===== src/rtl/multi_channel_light_manager_pkg.sv =====
// Shared types and helpers for the encoder-driven multi-channel PWM light manager.
package light_pkg;

    typedef enum logic [2:0] {
        IDLE = 3'd0,
        CW1  = 3'd1,
        CW2  = 3'd2,
        CW3  = 3'd3,
        CCW1 = 3'd4,
        CCW2 = 3'd5,
        CCW3 = 3'd6,
        WAIT = 3'd7
    } enc_state_t;

    function automatic int unsigned debounce_cycles(input int unsigned mhz, input int unsigned us);
        return mhz * us;
    endfunction

    // Saturating ops on a w-bit value (w <= 31); evaluated in 32 bits so nothing wraps.
    function automatic logic [31:0] sat_add(input logic [31:0] v, input logic [31:0] step,
                                            input int unsigned w);
        logic [31:0] maxv;
        maxv = (32'd1 << w) - 32'd1;
        return (v > maxv - step) ? maxv : v + step;
    endfunction

    function automatic logic [31:0] sat_sub(input logic [31:0] v, input logic [31:0] step,
                                            input int unsigned w);
        logic [31:0] maxv;
        maxv = (32'd1 << w) - 32'd1;
        return (v < step) ? 32'd0 : ((v - step) & maxv);
    endfunction

endpackage


===== src/rtl/multi_channel_light_manager_debouncer.sv =====
// 2-FF synchroniser followed by a stability counter; idles high.
module input_debouncer #(
    parameter int unsigned DEBOUNCE_CYCLES = 100
) (
    input  logic clk_i,
    input  logic rst_i,
    input  logic d_i,
    output logic q_o
);
    localparam int unsigned CW = $clog2(DEBOUNCE_CYCLES + 1);

    logic [1:0]    r_sync;
    logic [CW-1:0] r_cnt;
    logic          r_q;

    always_ff @(posedge clk_i or negedge rst_i) begin
        if (!rst_i) begin
            r_sync <= 2'b11;
            r_cnt  <= '0;
            r_q    <= 1'b1;
        end else begin
            r_sync <= {r_sync[0], d_i};
            if (r_sync[1] != r_q) begin
                if (r_cnt == CW'(DEBOUNCE_CYCLES - 1)) begin
                    r_q   <= r_sync[1];
                    r_cnt <= '0;
                end else begin
                    r_cnt <= r_cnt + 1'b1;
                end
            end else begin
                r_cnt <= '0;
            end
        end
    end

    assign q_o = r_q;
endmodule


===== src/rtl/multi_channel_light_manager.sv =====
// Rotary encoder + select button driving CHANNELS saturating-brightness PWM LED channels.
module multi_channel_light_manager
    import light_pkg::*;
#(
    parameter int unsigned CLOCK_FREQ_MHZ = 100,
    parameter int unsigned DELAY_IN_US    = 1,
    parameter int unsigned PWM_VALUE_SIZE = 8,
    parameter int unsigned BRIGHTNESS_INC = 10,
    parameter int unsigned CHANNELS       = 4,
    localparam int unsigned CH_W          = $clog2(CHANNELS)
) (
    input  logic                      clk_i,
    input  logic                      rst_i,
    input  logic                      a_i,
    input  logic                      b_i,
    input  logic                      sel_i,
    output logic [CHANNELS-1:0]       leds_o,
    output logic [CH_W-1:0]           active_ch_o,
    output logic [PWM_VALUE_SIZE-1:0] brightness_o
);
    localparam int unsigned DEB = debounce_cycles(CLOCK_FREQ_MHZ, DELAY_IN_US);
    localparam logic [PWM_VALUE_SIZE-1:0] MAXV = '1;
    localparam logic [CH_W-1:0] LAST_CH = CH_W'(CHANNELS - 1);

    logic w_a, w_b, w_sel;

    input_debouncer #(.DEBOUNCE_CYCLES(DEB)) u_deb_a   (.clk_i(clk_i), .rst_i(rst_i), .d_i(a_i),   .q_o(w_a));
    input_debouncer #(.DEBOUNCE_CYCLES(DEB)) u_deb_b   (.clk_i(clk_i), .rst_i(rst_i), .d_i(b_i),   .q_o(w_b));
    input_debouncer #(.DEBOUNCE_CYCLES(DEB)) u_deb_sel (.clk_i(clk_i), .rst_i(rst_i), .d_i(sel_i), .q_o(w_sel));

    enc_state_t r_state, w_state_nxt;
    logic       w_inc, w_dec;
    logic       r_inc, r_dec, r_sel_prev, r_sel_fall;

    always_ff @(posedge clk_i or negedge rst_i) begin
        if (!rst_i) begin
            r_state    <= IDLE;
            r_inc      <= 1'b0;
            r_dec      <= 1'b0;
            r_sel_prev <= 1'b1;
            r_sel_fall <= 1'b0;
        end else begin
            r_state    <= w_state_nxt;
            r_inc      <= w_inc;
            r_dec      <= w_dec;
            r_sel_prev <= w_sel;
            r_sel_fall <= r_sel_prev & ~w_sel;
        end
    end

    // Full-detent decode: 11 -> 01 -> 00 -> 10 -> 11 is one clockwise click.
    always_comb begin
        w_state_nxt = r_state;
        w_inc       = 1'b0;
        w_dec       = 1'b0;
        case (r_state)
            IDLE: case ({w_a, w_b})
                2'b01: w_state_nxt = CW1;
                2'b10: w_state_nxt = CCW1;
                2'b00: w_state_nxt = WAIT;
                default: w_state_nxt = IDLE;
            endcase
            CW1: case ({w_a, w_b})
                2'b00: w_state_nxt = CW2;
                2'b11: w_state_nxt = IDLE;
                2'b10: w_state_nxt = WAIT;
                default: w_state_nxt = CW1;
            endcase
            CW2: case ({w_a, w_b})
                2'b10: w_state_nxt = CW3;
                2'b01: w_state_nxt = CW1;
                2'b11: w_state_nxt = IDLE;
                default: w_state_nxt = CW2;
            endcase
            CW3: case ({w_a, w_b})
                2'b11: begin w_state_nxt = IDLE; w_inc = 1'b1; end
                2'b00: w_state_nxt = CW2;
                2'b01: w_state_nxt = WAIT;
                default: w_state_nxt = CW3;
            endcase
            CCW1: case ({w_a, w_b})
                2'b00: w_state_nxt = CCW2;
                2'b11: w_state_nxt = IDLE;
                2'b01: w_state_nxt = WAIT;
                default: w_state_nxt = CCW1;
            endcase
            CCW2: case ({w_a, w_b})
                2'b01: w_state_nxt = CCW3;
                2'b10: w_state_nxt = CCW1;
                2'b11: w_state_nxt = IDLE;
                default: w_state_nxt = CCW2;
            endcase
            CCW3: case ({w_a, w_b})
                2'b11: begin w_state_nxt = IDLE; w_dec = 1'b1; end
                2'b00: w_state_nxt = CCW2;
                2'b10: w_state_nxt = WAIT;
                default: w_state_nxt = CCW3;
            endcase
            default: w_state_nxt = ({w_a, w_b} == 2'b11) ? IDLE : WAIT;
        endcase
    end

    logic [CHANNELS-1:0][PWM_VALUE_SIZE-1:0] r_bright;
    logic [CH_W-1:0]                         r_ch;

    // A step lands on the channel selected before any same-cycle select.
    always_ff @(posedge clk_i or negedge rst_i) begin
        if (!rst_i) begin
            r_bright <= '0;
            r_ch     <= '0;
        end else begin
            if (r_inc)
                r_bright[r_ch] <= PWM_VALUE_SIZE'(sat_add(32'(r_bright[r_ch]), 32'(BRIGHTNESS_INC), PWM_VALUE_SIZE));
            else if (r_dec)
                r_bright[r_ch] <= PWM_VALUE_SIZE'(sat_sub(32'(r_bright[r_ch]), 32'(BRIGHTNESS_INC), PWM_VALUE_SIZE));
            if (r_sel_fall)
                r_ch <= (r_ch == LAST_CH) ? '0 : r_ch + 1'b1;
        end
    end

    logic [PWM_VALUE_SIZE-1:0] r_pwm_cnt;
    logic [CHANNELS-1:0]       w_leds, r_leds;
    logic [CH_W-1:0]           r_ch_o;
    logic [PWM_VALUE_SIZE-1:0] r_bright_o;

    always_comb begin
        w_leds = '0;
        for (int k = 0; k < CHANNELS; k++)
            w_leds[k] = (r_bright[k] == MAXV) || (r_pwm_cnt < r_bright[k]);
    end

    always_ff @(posedge clk_i or negedge rst_i) begin
        if (!rst_i) begin
            r_pwm_cnt  <= '0;
            r_leds     <= '0;
            r_ch_o     <= '0;
            r_bright_o <= '0;
        end else begin
            r_pwm_cnt  <= r_pwm_cnt + 1'b1;
            r_leds     <= w_leds;
            r_ch_o     <= r_ch;
            r_bright_o <= r_bright[r_ch];
        end
    end

    assign leds_o       = r_leds;
    assign active_ch_o  = r_ch_o;
    assign brightness_o = r_bright_o;
endmodule


===== config.mk =====
export PLATFORM = sky130hd
export DESIGN_NAME = multi_channel_light_manager
export DESIGN_NICKNAME = d
export VERILOG_FILES = /design/src/rtl/multi_channel_light_manager_pkg.sv /design/src/rtl/multi_channel_light_manager_debouncer.sv /design/src/rtl/multi_channel_light_manager.sv
export SDC_FILE = /design/constraint.sdc
export NUM_CORES = 1
export LEC_CHECK = 0
export CAP_MARGIN = 10
export CORE_ASPECT_RATIO = 1.1
export CORE_UTILIZATION = 30
export DETAILED_ROUTE_END_ITERATION = 8
export PLACE_DENSITY = 0.42
export SETUP_SLACK_MARGIN = 0.02
export SLEW_MARGIN = 5
export SYNTH_ARGS = -nofsm -noshare
export SYNTH_HDL_FRONTEND = slang
export SYNTH_SLANG_ARGS = --single-unit

===== constraint.sdc =====
create_clock -name clk_i -period 4.2 [get_ports clk_i]
set_clock_uncertainty 0.15 [all_clocks]
set_input_delay 1.26 -clock clk_i [delete_from_list [all_inputs] [get_ports clk_i]]
set_output_delay 1.26 -clock clk_i [all_outputs]
set_load 0.01 [all_outputs]

==> results.sh <==
export IMPL_final_max_slew_viol_count=0
export IMPL_netlist_top_cells_area="dfrtp_1 (42%), ha_1 (11%), dfstp_2 (5.3%)"
export IMPL_fin_crit_ps=2939
export IMPL_ios=19
export IMPL_core_mm2=0.01631
export IMPL_grt_pass1_wl_mm=18.29
export IMPL_ys_seq_elements=93
export IMPL_max_freq_ghz=0.3403
export IMPL_wl_per_cell_um=15.45
export IMPL_rows=49
export IMPL_hold_viol_final=0
export IMPL_dieWidth_um=124.8
export IMPL_powerDensity_mw_per_mm2=316.5
export IMPL_gp_congestion=0.7876
export IMPL_ys_async_sr_fraction_pct=100.0
export IMPL_overflow=0
export IMPL_syn_inst=492
export IMPL_routed_via_density=4.795
export IMPL_grt_max_degree=94
export IMPL_power_total_uw=1801
export IMPL_netlist_area_leader_share_pct=41.72
export IMPL_synth_ff_type="dfrtp_1"
export IMPL_crit_slowest_cell="dfrtp_1"
export IMPL_crit_cells=4
export IMPL_die_area_mm2=0.01711
export IMPL_p_leak_uw=0.002438
export IMPL_antenna_found_initial=0
export IMPL_critPathMaxFanout=13
export IMPL_endpoint="r_bright[4]"
export IMPL_status="finished with violations"
export IMPL_violations="design-rule violations"
export IMPL_drtIter0Drc=120
export IMPL_cts_setup_buffers=0
export IMPL_clockBufferDepth=2
export IMPL_insertion_delay_ps=350
export IMPL_crit_family="flip-flops"
export IMPL_synth_seq_area_share_pct=47.00
export IMPL_startpoint="r_ch[0]"
export IMPL_cp_num_buf_inv=0
export IMPL_fin_tns_setup_ps=0
export IMPL_drtPass1Iterations=6
export IMPL_start_kind="register"
export IMPL_via_count=3438
export IMPL_routed_wirelength_mm=11.08
export IMPL_ir_worst_vdd_uv=196.0
export IMPL_die_h_um=137.1
export IMPL_antenna_cells=0
export IMPL_cts_root_buffer="clkbuf_16"
export IMPL_grt_setup_unrepaired="false"
export IMPL_drive_above_1_share_pct=10.14
export IMPL_r2r_start="r_ch[0]"
export IMPL_synth_warnings=0
export IMPL_hp_class="register to register"
export IMPL_syn_nets=541
export IMPL_cts_resized=0
export IMPL_required_ps=4260
export IMPL_yosysTopAreaCell="dfrtp_1"
export IMPL_fin_nets=557
export IMPL_ff2ff_path_depth=4
export IMPL_synth_distinct_cells=40
export IMPL_cpPeakStageDelay_ps=770
export IMPL_synth_edf_count=0
export IMPL_numCtsBuffers=9
export IMPL_layout_common_cells="dfrtp_1 (83), nor2_1 (64), a21oi_1 (51)"
export IMPL_worstPathArrival_ps=3000
export IMPL_h_tree_depth=3
export IMPL_postRouteAntennaNets=0
export IMPL_path_class="register to register"
export IMPL_cts_tree="done"
export IMPL_clk_pin_slew_ps=70
export IMPL_cts_hold_buffers=0
export IMPL_grt_pass1_vias=3360
export IMPL_syn_area_mm2=0.004979
export IMPL_area_delta_synth_final_pct=14.28
export IMPL_syn_mean_instance_area_um2=10.12
export IMPL_setup_violations=0
export IMPL_slew_headroom_pct=55.72
export IMPL_worst_pin_slew_ps=664.2
export IMPL_period_share_pct=69.97
export IMPL_rrSetupSlack_ps=1260
export IMPL_r2r_end="r_bright[4]"
export IMPL_crit_chain="mux4_2 > or4_4 > a31oi_1 > a21oi_1"
export IMPL_track_usage_pct=14.12
export IMPL_io_buffers=18
export IMPL_dpl_hpwl_mm=7.765
export IMPL_final_common_cell="dfrtp_1"
export IMPL_cts_sinks=93
export IMPL_max_cap_viol_count=0
export IMPL_initial_core_util_pct=30.53
export IMPL_endpoint_kind="register"
export IMPL_drc=7
state kept, by name (all words and copies together) (netlist names), 3 cells and up:
| name | flops |
|---|---|
| r_bright | 32 |
| brightness_o | 8 |
| r_pwm_cnt | 8 |
| u_deb_a.r_cnt | 7 |
| u_deb_b.r_cnt | 7 |
| u_deb_sel.r_cnt | 7 |
| leds_o | 4 |
| r_state | 3 |
kinds of logic after synthesis:
group	Yosys count	synth area share, %
buffers and inverters	59	4.725
xor gates and xnor gates	29	5.102
and+or+nand+nor	159	15.68
muxes	19	5.931
DFF	93	47.00
adders and majority gates	44	11.06
AOI/OAI and AO/OA	89	10.50
worst register-to-register path, stage by stage (launching register included):
cell and delay, ps:
dfrtp_1 770, mux4_2 730, or4_4 580, a31oi_1 440, a21oi_1 130
layout make-up:
cell class                 count  area [um^2]
inverter                      41        153.9
clock buffer                  10        239.0
clock inverter                 6        70.07
sequential                    93         2340
multi-input combinational    340         2404
tap                          204        255.2
timing repair buffer          23        227.7
fill                        1658        10620
through the flow:
stage	worst slack [ps]	cells	instance area (um^2)	utilization [%]	hold slack (ps)
global route	1068	717	5689	34.89	211.6
detailed placement	1238	701	5380	32.99	197.8
finish	1261	717	5689	34.89	205.8
floorplan	1723	492	4979	-	195.2
CTS	1221	717	5689	34.89	207.0
global placement	1283	701	5380	32.99	196.1
worst min path at each step:
stage / slack [ps] / from / cells after the start / endpoint
after global placement: 200 / u_deb_sel.r_sync[0] / 0 / u_deb_sel.r_sync[1]
after floorplan: 200 / u_deb_a.r_sync[0] / 0 / u_deb_a.r_sync[1]
final: 210 / u_deb_sel.r_sync[0] / 0 / u_deb_sel.r_sync[1]
after CTS: 210 / u_deb_sel.r_sync[0] / 0 / u_deb_sel.r_sync[1]
after global routing: 210 / u_deb_sel.r_sync[0] / 0 / u_deb_sel.r_sync[1]
after detailed placement: 200 / u_deb_sel.r_sync[0] / 0 / u_deb_sel.r_sync[1]
metal layers:
layer / track usage [%] / up-vias / wire length (um)
li1: - / 1712 / -
met1: 17.95 / 1660 / 5235
met2: 23.28 / 48 / 5194
met3: 2.580 / 18 / 371
met4: 6.978 / 0 / 278
met5: 0 / - / 0
synthesized netlist by cell type (3+ instances only):
cell and count:
and3_1 5, ha_1 44, mux2i_1 7, a31oi_1 6
dfrtp_1 83, nand3_1 18, nand4_1 10, dfstp_2 10
inv_1 41, a21oi_1 51, nand2_1 20, mux2_2 4
xnor2_1 17, buf_2 5, nor2b_1 14, nor4b_1 3
xor2_1 12, nand2b_1 5, and2_1 3, nor2_1 64
buf_1 4, nor2_2 3, a21o_1 13, clkbuf_1 8
o21ai_0 9, nor3_1 8, mux4_2 8
where the power goes:
group,switching (uW),total [uW],internal [uW],leakage (uW)
Sequential,6.92,915,908,0.00123
Combinational,26.2,38.6,12.5,0.00106
Clock,365,847,482,0.000153
Note: power is estimated with default switching activity, not from simulation.
